**src/rtl/lsu_pkg.sv**
```systemverilog
// ============================================================================
//  Module      : lsu_pkg
//  Description : Shared op and state encodings for the data-memory load/store unit.
//  Revision    : 1.0  initial release
// ============================================================================
`default_nettype none

package lsu_pkg;

  localparam logic [1:0] OP_LD   = 2'b00;
  localparam logic [1:0] OP_ST   = 2'b01;
  localparam logic [1:0] OP_PUSH = 2'b10;
  localparam logic [1:0] OP_POP  = 2'b11;

  typedef enum logic [1:0] {
    S_IDLE   = 2'd0,
    S_ACCESS = 2'd1,
    S_RESP   = 2'd2,
    S_DUMP   = 2'd3
  } lsu_state_e;

  function automatic logic op_is_write(input logic [1:0] op);
    return (op == OP_ST) || (op == OP_PUSH);
  endfunction

endpackage

`default_nettype wire

```
**src/rtl/lsu_stack_ptr.sv**
```systemverilog
// ============================================================================
//  Module      : lsu_stack_ptr
//  Description : Hardware stack pointer with full/empty flags and SP / SP+1 addresses.
//  Revision    : 1.0  initial release
// ============================================================================
`default_nettype none

module lsu_stack_ptr #(
  parameter logic [7:0] STACK_TOP  = 8'hFF,
  parameter logic [7:0] STACK_BASE = 8'hC0
) (
  input  logic       clk,
  input  logic       rst_n,
  input  logic       inc_i,
  input  logic       dec_i,
  output logic [7:0] sp_o,
  output logic [7:0] sp_plus1_o,
  output logic       full_o,
  output logic       empty_o
);

  logic [7:0] sp_q;
  logic [7:0] sp_d;

  always_comb begin
    sp_d = sp_q;
    if (inc_i) begin
      sp_d = sp_q + 8'd1;
    end else if (dec_i) begin
      sp_d = sp_q - 8'd1;
    end
  end

  always_ff @(posedge clk) begin
    if (!rst_n) begin
      sp_q <= STACK_TOP;
    end else begin
      sp_q <= sp_d;
    end
  end

  // SP points at the next free slot, so the stack grows downward from STACK_TOP.
  assign sp_o       = sp_q;
  assign sp_plus1_o = sp_q + 8'd1;
  assign full_o     = (sp_q == (STACK_BASE - 8'd1));
  assign empty_o    = (sp_q == STACK_TOP);

endmodule

`default_nettype wire

```
**src/rtl/data_mem_lsu.sv**
```systemverilog
// ============================================================================
//  Module      : data_mem_lsu
//  Description : Load/store unit (LD/ST/PUSH/POP) in front of a 256x8 data memory.
//                Optional memory dump support is built when LSU_DUMP_EN is defined.
//  Revision    : 1.0  initial release
// ============================================================================
`default_nettype none

module data_mem_lsu
  import lsu_pkg::*;
#(
  parameter logic [7:0] STACK_TOP   = 8'hFF,
  parameter logic [7:0] STACK_BASE  = 8'hC0,
  parameter int         DUMP_CYCLES = 16
) (
  input  logic       clk,
  input  logic       rst_n,
  input  logic       req_valid,
  output logic       req_ready,
  input  logic [1:0] req_op,
  input  logic [7:0] req_addr,
  input  logic [7:0] req_wdata,
  output logic       rsp_valid,
  input  logic       rsp_ready,
  output logic [7:0] rsp_data,
  output logic       rsp_err,
  output logic [7:0] sp,
`ifdef LSU_DUMP_EN
  input  logic       dump_req,
`endif
  output logic [7:0] mem_addr,
  output logic [7:0] mem_wdata,
  output logic       mem_we,
  output logic       mem_en,
  input  logic [7:0] mem_rdata,
  output logic       mem_pen
);

  lsu_state_e state_q, state_d;
  logic [1:0] op_q, op_d;
  logic [7:0] addr_q, addr_d;
  logic [7:0] wdata_q, wdata_d;
  logic [7:0] rsp_data_q, rsp_data_d;
  logic       rsp_err_q, rsp_err_d;
  logic       w_sp_inc, w_sp_dec, w_full, w_empty, w_err;
  logic       w_we, w_en, w_pen;
  logic [7:0] w_sp_plus1;

`ifdef LSU_DUMP_EN
  localparam int c_cnt_w = $clog2(DUMP_CYCLES + 1);
  logic [c_cnt_w-1:0] cnt_q, cnt_d;
`endif

  lsu_stack_ptr #(
    .STACK_TOP (STACK_TOP),
    .STACK_BASE(STACK_BASE)
  ) u_stack_ptr (
    .clk       (clk),
    .rst_n     (rst_n),
    .inc_i     (w_sp_inc),
    .dec_i     (w_sp_dec),
    .sp_o      (sp),
    .sp_plus1_o(w_sp_plus1),
    .full_o    (w_full),
    .empty_o   (w_empty)
  );

  assign w_err = ((req_op == OP_PUSH) && w_full) || ((req_op == OP_POP) && w_empty);

  always_comb begin
    state_d    = state_q;
    op_d       = op_q;
    addr_d     = addr_q;
    wdata_d    = wdata_q;
    rsp_data_d = rsp_data_q;
    rsp_err_d  = rsp_err_q;
    w_sp_inc   = 1'b0;
    w_sp_dec   = 1'b0;
    w_we       = 1'b0;
    w_en       = 1'b0;
    w_pen      = 1'b0;
    req_ready  = 1'b0;
    rsp_valid  = 1'b0;
`ifdef LSU_DUMP_EN
    cnt_d      = cnt_q;
`endif
    case (state_q)
      S_IDLE: begin
        req_ready = 1'b1;
        if (req_valid) begin
          // Error ops skip ACCESS so memory and SP are never touched.
          if (w_err) begin
            state_d    = S_RESP;
            rsp_err_d  = 1'b1;
            rsp_data_d = 8'h00;
          end else begin
            state_d = S_ACCESS;
            op_d    = req_op;
            wdata_d = req_wdata;
            case (req_op)
              OP_PUSH: addr_d = sp;
              OP_POP:  addr_d = w_sp_plus1;
              default: addr_d = req_addr;
            endcase
          end
        end
`ifdef LSU_DUMP_EN
        else if (dump_req) begin
          state_d = S_DUMP;
          cnt_d   = '0;
        end
`endif
      end
      S_ACCESS: begin
        state_d   = S_RESP;
        rsp_err_d = 1'b0;
        if (op_is_write(op_q)) begin
          w_we       = 1'b1;
          rsp_data_d = 8'h00;
        end else begin
          w_en       = 1'b1;
          rsp_data_d = mem_rdata;
        end
        w_sp_dec = (op_q == OP_PUSH);
        w_sp_inc = (op_q == OP_POP);
      end
      S_RESP: begin
        rsp_valid = 1'b1;
        if (rsp_ready) begin
          state_d = S_IDLE;
        end
      end
`ifdef LSU_DUMP_EN
      S_DUMP: begin
        w_pen = 1'b1;
        cnt_d = cnt_q + 1'b1;
        if (cnt_q == c_cnt_w'(DUMP_CYCLES - 1)) begin
          state_d = S_IDLE;
        end
      end
`endif
      default: state_d = S_IDLE;
    endcase
  end

  always_ff @(posedge clk) begin
    if (!rst_n) begin
      state_q    <= S_IDLE;
      op_q       <= OP_LD;
      addr_q     <= 8'h00;
      wdata_q    <= 8'h00;
      rsp_data_q <= 8'h00;
      rsp_err_q  <= 1'b0;
`ifdef LSU_DUMP_EN
      cnt_q      <= '0;
`endif
    end else begin
      state_q    <= state_d;
      op_q       <= op_d;
      addr_q     <= addr_d;
      wdata_q    <= wdata_d;
      rsp_data_q <= rsp_data_d;
      rsp_err_q  <= rsp_err_d;
`ifdef LSU_DUMP_EN
      cnt_q      <= cnt_d;
`endif
    end
  end

  // Strobes are gated by rst_n so a reset edge can never complete a write.
  assign mem_we    = w_we & rst_n;
  assign mem_en    = w_en & rst_n;
  assign mem_pen   = w_pen;
  assign mem_addr  = addr_q;
  assign mem_wdata = wdata_q;
  assign rsp_data  = rsp_data_q;
  assign rsp_err   = rsp_err_q;

endmodule

`default_nettype wire

```
**config.mk**
```make
export PLATFORM = sky130hd
export DESIGN_NAME = data_mem_lsu
export DESIGN_NICKNAME = d
export VERILOG_FILES = /design/src/rtl/lsu_pkg.sv /design/src/rtl/lsu_stack_ptr.sv /design/src/rtl/data_mem_lsu.sv
export SDC_FILE = /design/constraint.sdc
export NUM_CORES = 1
export LEC_CHECK = 0
export BUFFER_PORTS_ARGS = -buffer_cell sky130_fd_sc_hd__buf_2
export CAP_MARGIN = 10
export CORE_ASPECT_RATIO = 0.75
export CORE_UTILIZATION = 49
export DETAILED_ROUTE_END_ITERATION = 10
export PLACE_DENSITY = 0.79
export SLEW_MARGIN = 20
export SYNTH_ARGS = -nofsm -noshare
export SYNTH_HDL_FRONTEND = slang
export SYNTH_SLANG_ARGS = --single-unit
```
**constraint.sdc**
```tcl
create_clock -name clk -period 2.6 [get_ports clk]
set_input_delay 0 -clock clk [delete_from_list [all_inputs] [get_ports clk]]
set_output_delay 0 -clock clk [all_outputs]
set_load 0.05 [all_outputs]
```
==> flow_metrics.tcl <==
set metrics [dict create \
    status "finished clean" \
    post-route-util_pct 68.25 \
    post_cts.repair.setup_buffers 0 \
    final-seq-area_um2 740.7 \
    timing.critical_path.from "u_stack_ptr.sp_o[0]$_SDFFE_PN1P_" \
    synth.net_count 259 \
    detailed_place.area_mm2 0.002247 \
    totalPowerFinal_mw 1.473 \
    grt_pass1_vias 1739 \
    worst_hold_startpoint "req_addr[1]" \
    route.detailed.vias_per_inst 5.776 \
    route.detailed.drc 0 \
    gr-total-overflow 0 \
    synth.top_cells.by_area "sky130_fd_sc_hd__dfxtp_1 38%, sky130_fd_sc_hd__o21ai_0 4.9%, sky130_fd_sc_hd__nand3_1 3.9%, sky130_fd_sc_hd__a22o_1 3.6%, sky130_fd_sc_hd__a21oi_1 3.1%" \
    multiInputGateArea_mm2 0.001055 \
    cts_buffer_depth 2 \
    grt_setup_unrepaired "false" \
    cp-start-kind "flop" \
    cap_violations 0 \
    fmax_ghz 0.4501 \
    insertion_delay_ns 0.29 \
    crit_path_max_fanout 11 \
    tritoncts.num_buffers 5 \
    drt-wirelength-per-cell_um 15.68 \
    p_per_area_mw_per_mm2 578.4 \
    postSynth.topFlopCell "sky130_fd_sc_hd__dfxtp_1" \
    firstDrtPassIters 5 \
    finalClockSkew_ns 0.008053 \
    fin_nets 334 \
    worst_ep_arrival_time_ns 2.45 \
    area_growth_syn_to_layout_pct 31.02 \
    yosysTopAreaCellShare_pct 38.10 \
    timing.final.ws_setup_ns 0.3782 \
    stdcell_count 353 \
    yosysMostFrequentCell "sky130_fd_sc_hd__dfxtp_1" \
    syn_warnings 0 \
    period_needed_ns 2.222 \
    ant_nets 0 \
    asyncSetResetFlopFracSynth_pct 0 \
    holdCritPathClass "in2reg" \
    wire_length_of_the_first_global_routing_pass_um 8811 \
    syn_inst 225 \
    synth-edff-count 0 \
    reg_to_reg_start "u_stack_ptr.sp_o[0]$_SDFFE_PN1P_" \
    vias 2039 \
    port_buffers 66 \
    die_height_um 56.56 \
    seq_total_area_yosys_pct 38.10 \
    path_class "reg2reg" \
    totalNegativeSetupSlack_ns 0 \
    fraction_of_final_layout_cells_sized_beyond_drive_strength_1_pct 30.23 \
    cts_hold_buffers 18 \
    syn-mean-instance-area_um2 8.642 \
    ir_drop_mv 0.4870 \
    depth_of_the_cts_h_tree 2 \
    ys_ff_latch 37 \
    tightestPinTransition_ns 0.7996 \
    antenna_found_initial 0 \
    initial_core_util_pct 52.10 \
    fillCellCount 315 \
    power.static_leakage_nw 1.145 \
    dp_slack_ns 0.4292 \
    setup_viol_count_final 0 \
    placedCellCount 327 \
    placementRows 19 \
    fp.dieArea_mm2 0.004227 \
    synth_top_area_cell "sky130_fd_sc_hd__dfxtp_1" \
    hold_path_depth 3 \
    core_area_mm2 0.003732 \
    timing.final.hold_violations 0 \
    post_cts_resize_count 0 \
    grt_max_degree 29 \
    cp-end-kind "flop" \
    ff2ff_path_depth 5 \
    die-width_um 74.74 \
    gr_util_all_layers_pct 27.66 \
    place.gp.congestion 0.9114 \
    clockRootBuffer "sky130_fd_sc_hd__clkbuf_8" \
    clock_pin_slew_on_the_worst_setup_and_hold_paths_ns 0.08 \
    final_max_slew_violation_count 0 \
    post-dp-hpwl_um 3607 \
    final_cell_area_mm2 0.002547 \
    netlist-cell-type-count 52 \
    syn-cell-area_mm2 0.001944 \
    detail_route.iter0.violations 282 \
    cts_tree "built" \
    floorplan.io_pins 68 \
    route.final.wire_length_um 5534 \
    numClockSinks 37 \
    crit_required_ns 2.82 \
    fin_hold_ws_ns 0.04018 \
    n_antenna_cell 0 \
    worst_slew_margin_rel_pct 46.44 \
    synth_top_cells_by_count "37 x sky130_fd_sc_hd__dfxtp_1, 19 x sky130_fd_sc_hd__o21ai_0, 15 x sky130_fd_sc_hd__nand3_1" \
    period_share_pct 85.45 \
]
[placed cells by master, fill, tap and decap left out, drive strengths merged, types with 5 or more instances in the layout]
cell / netlist / routed
mux2i: 5 / 5
clkbuf: 11 / 6
inv: 7 / 7
nor2: 13 / 13
o211ai: 6 / 6
nand2: 14 / 14
buf: 9 / 70
a21oi: 13 / 13
dlygate4sd3: 0 / 18
nor3: 5 / 5
a22o: 8 / 8
o21ai: 19 / 19
dfxtp: 37 / 37
nand3: 15 / 15
[registers in the layout, summed over array words and instances, names as in the netlist]
name	flops
state_q	2
rsp_err	1
op_q	2
mem_addr	8
rsp_data	8
u_stack_ptr.sp_o	8
mem_wdata	8
[worst paths after layout]
kind / endpoint / slack [ns]
max: mem_addr[1]$_SDFFE_PN0P_ / 0.38
min: mem_addr[1]$_SDFFE_PN0P_ / 0.04
max reg2reg: mem_addr[1]$_SDFFE_PN0P_ / 0.38
min reg2reg: mem_addr[1]$_SDFFE_PN0P_ / 0.48
[power by group]
group	leakage (nW)	total, mW	internal, mW	switching [mW]
logic	0.786	0.330	0.107	0.224
registers	0.302	0.619	0.598	0.0212
clock network	0.0574	0.524	0.312	0.212
total	1.14	1.47	1.02	0.457
[per-layer routing]
layer | part of all wire (%) | track usage (%) | vias to the layer above
met5 | 0 | 0 | -
met4 | 1.1 | 7.817 | 0
met3 | 6.6 | 5.925 | 8
met2 | 45 | 40.03 | 101
met1 | 47 | 40.87 | 949
li1 | - | - | 981
[layout make-up]
class,count,share of cell area [%]
multi-input cells,161,41.40
flip-flops and latches,37,29.08
repair buffers,88,21.22
clock buffers,6,3.242
well taps,52,2.554
clock inverters,2,1.473
inverters,7,1.031
[worst max-delay path, stage by stage, from the launching register on]
cell                      delay (ns)
sky130_fd_sc_hd__dfxtp_1        0.52
sky130_fd_sc_hd__ha_1           0.29
sky130_fd_sc_hd__nand3_1        0.19
sky130_fd_sc_hd__or4_1          0.73
sky130_fd_sc_hd__nand2_2        0.24
sky130_fd_sc_hd__mux2i_1        0.19
[kinds of logic (layout without fill, tap and decap cells)]
family,after synthesis,after routing,share of synthesized area (%)
buf+inv,27,103,7.979
compound gates,69,69,24.00
simple gates,75,75,21.17
fa+ha+maj,4,4,2.574
other cells,1,1,0.1929
mux,7,7,3.732
flops,37,37,38.10
xor+xnor,5,5,2.252
Power figures use the tool's default switching activity.
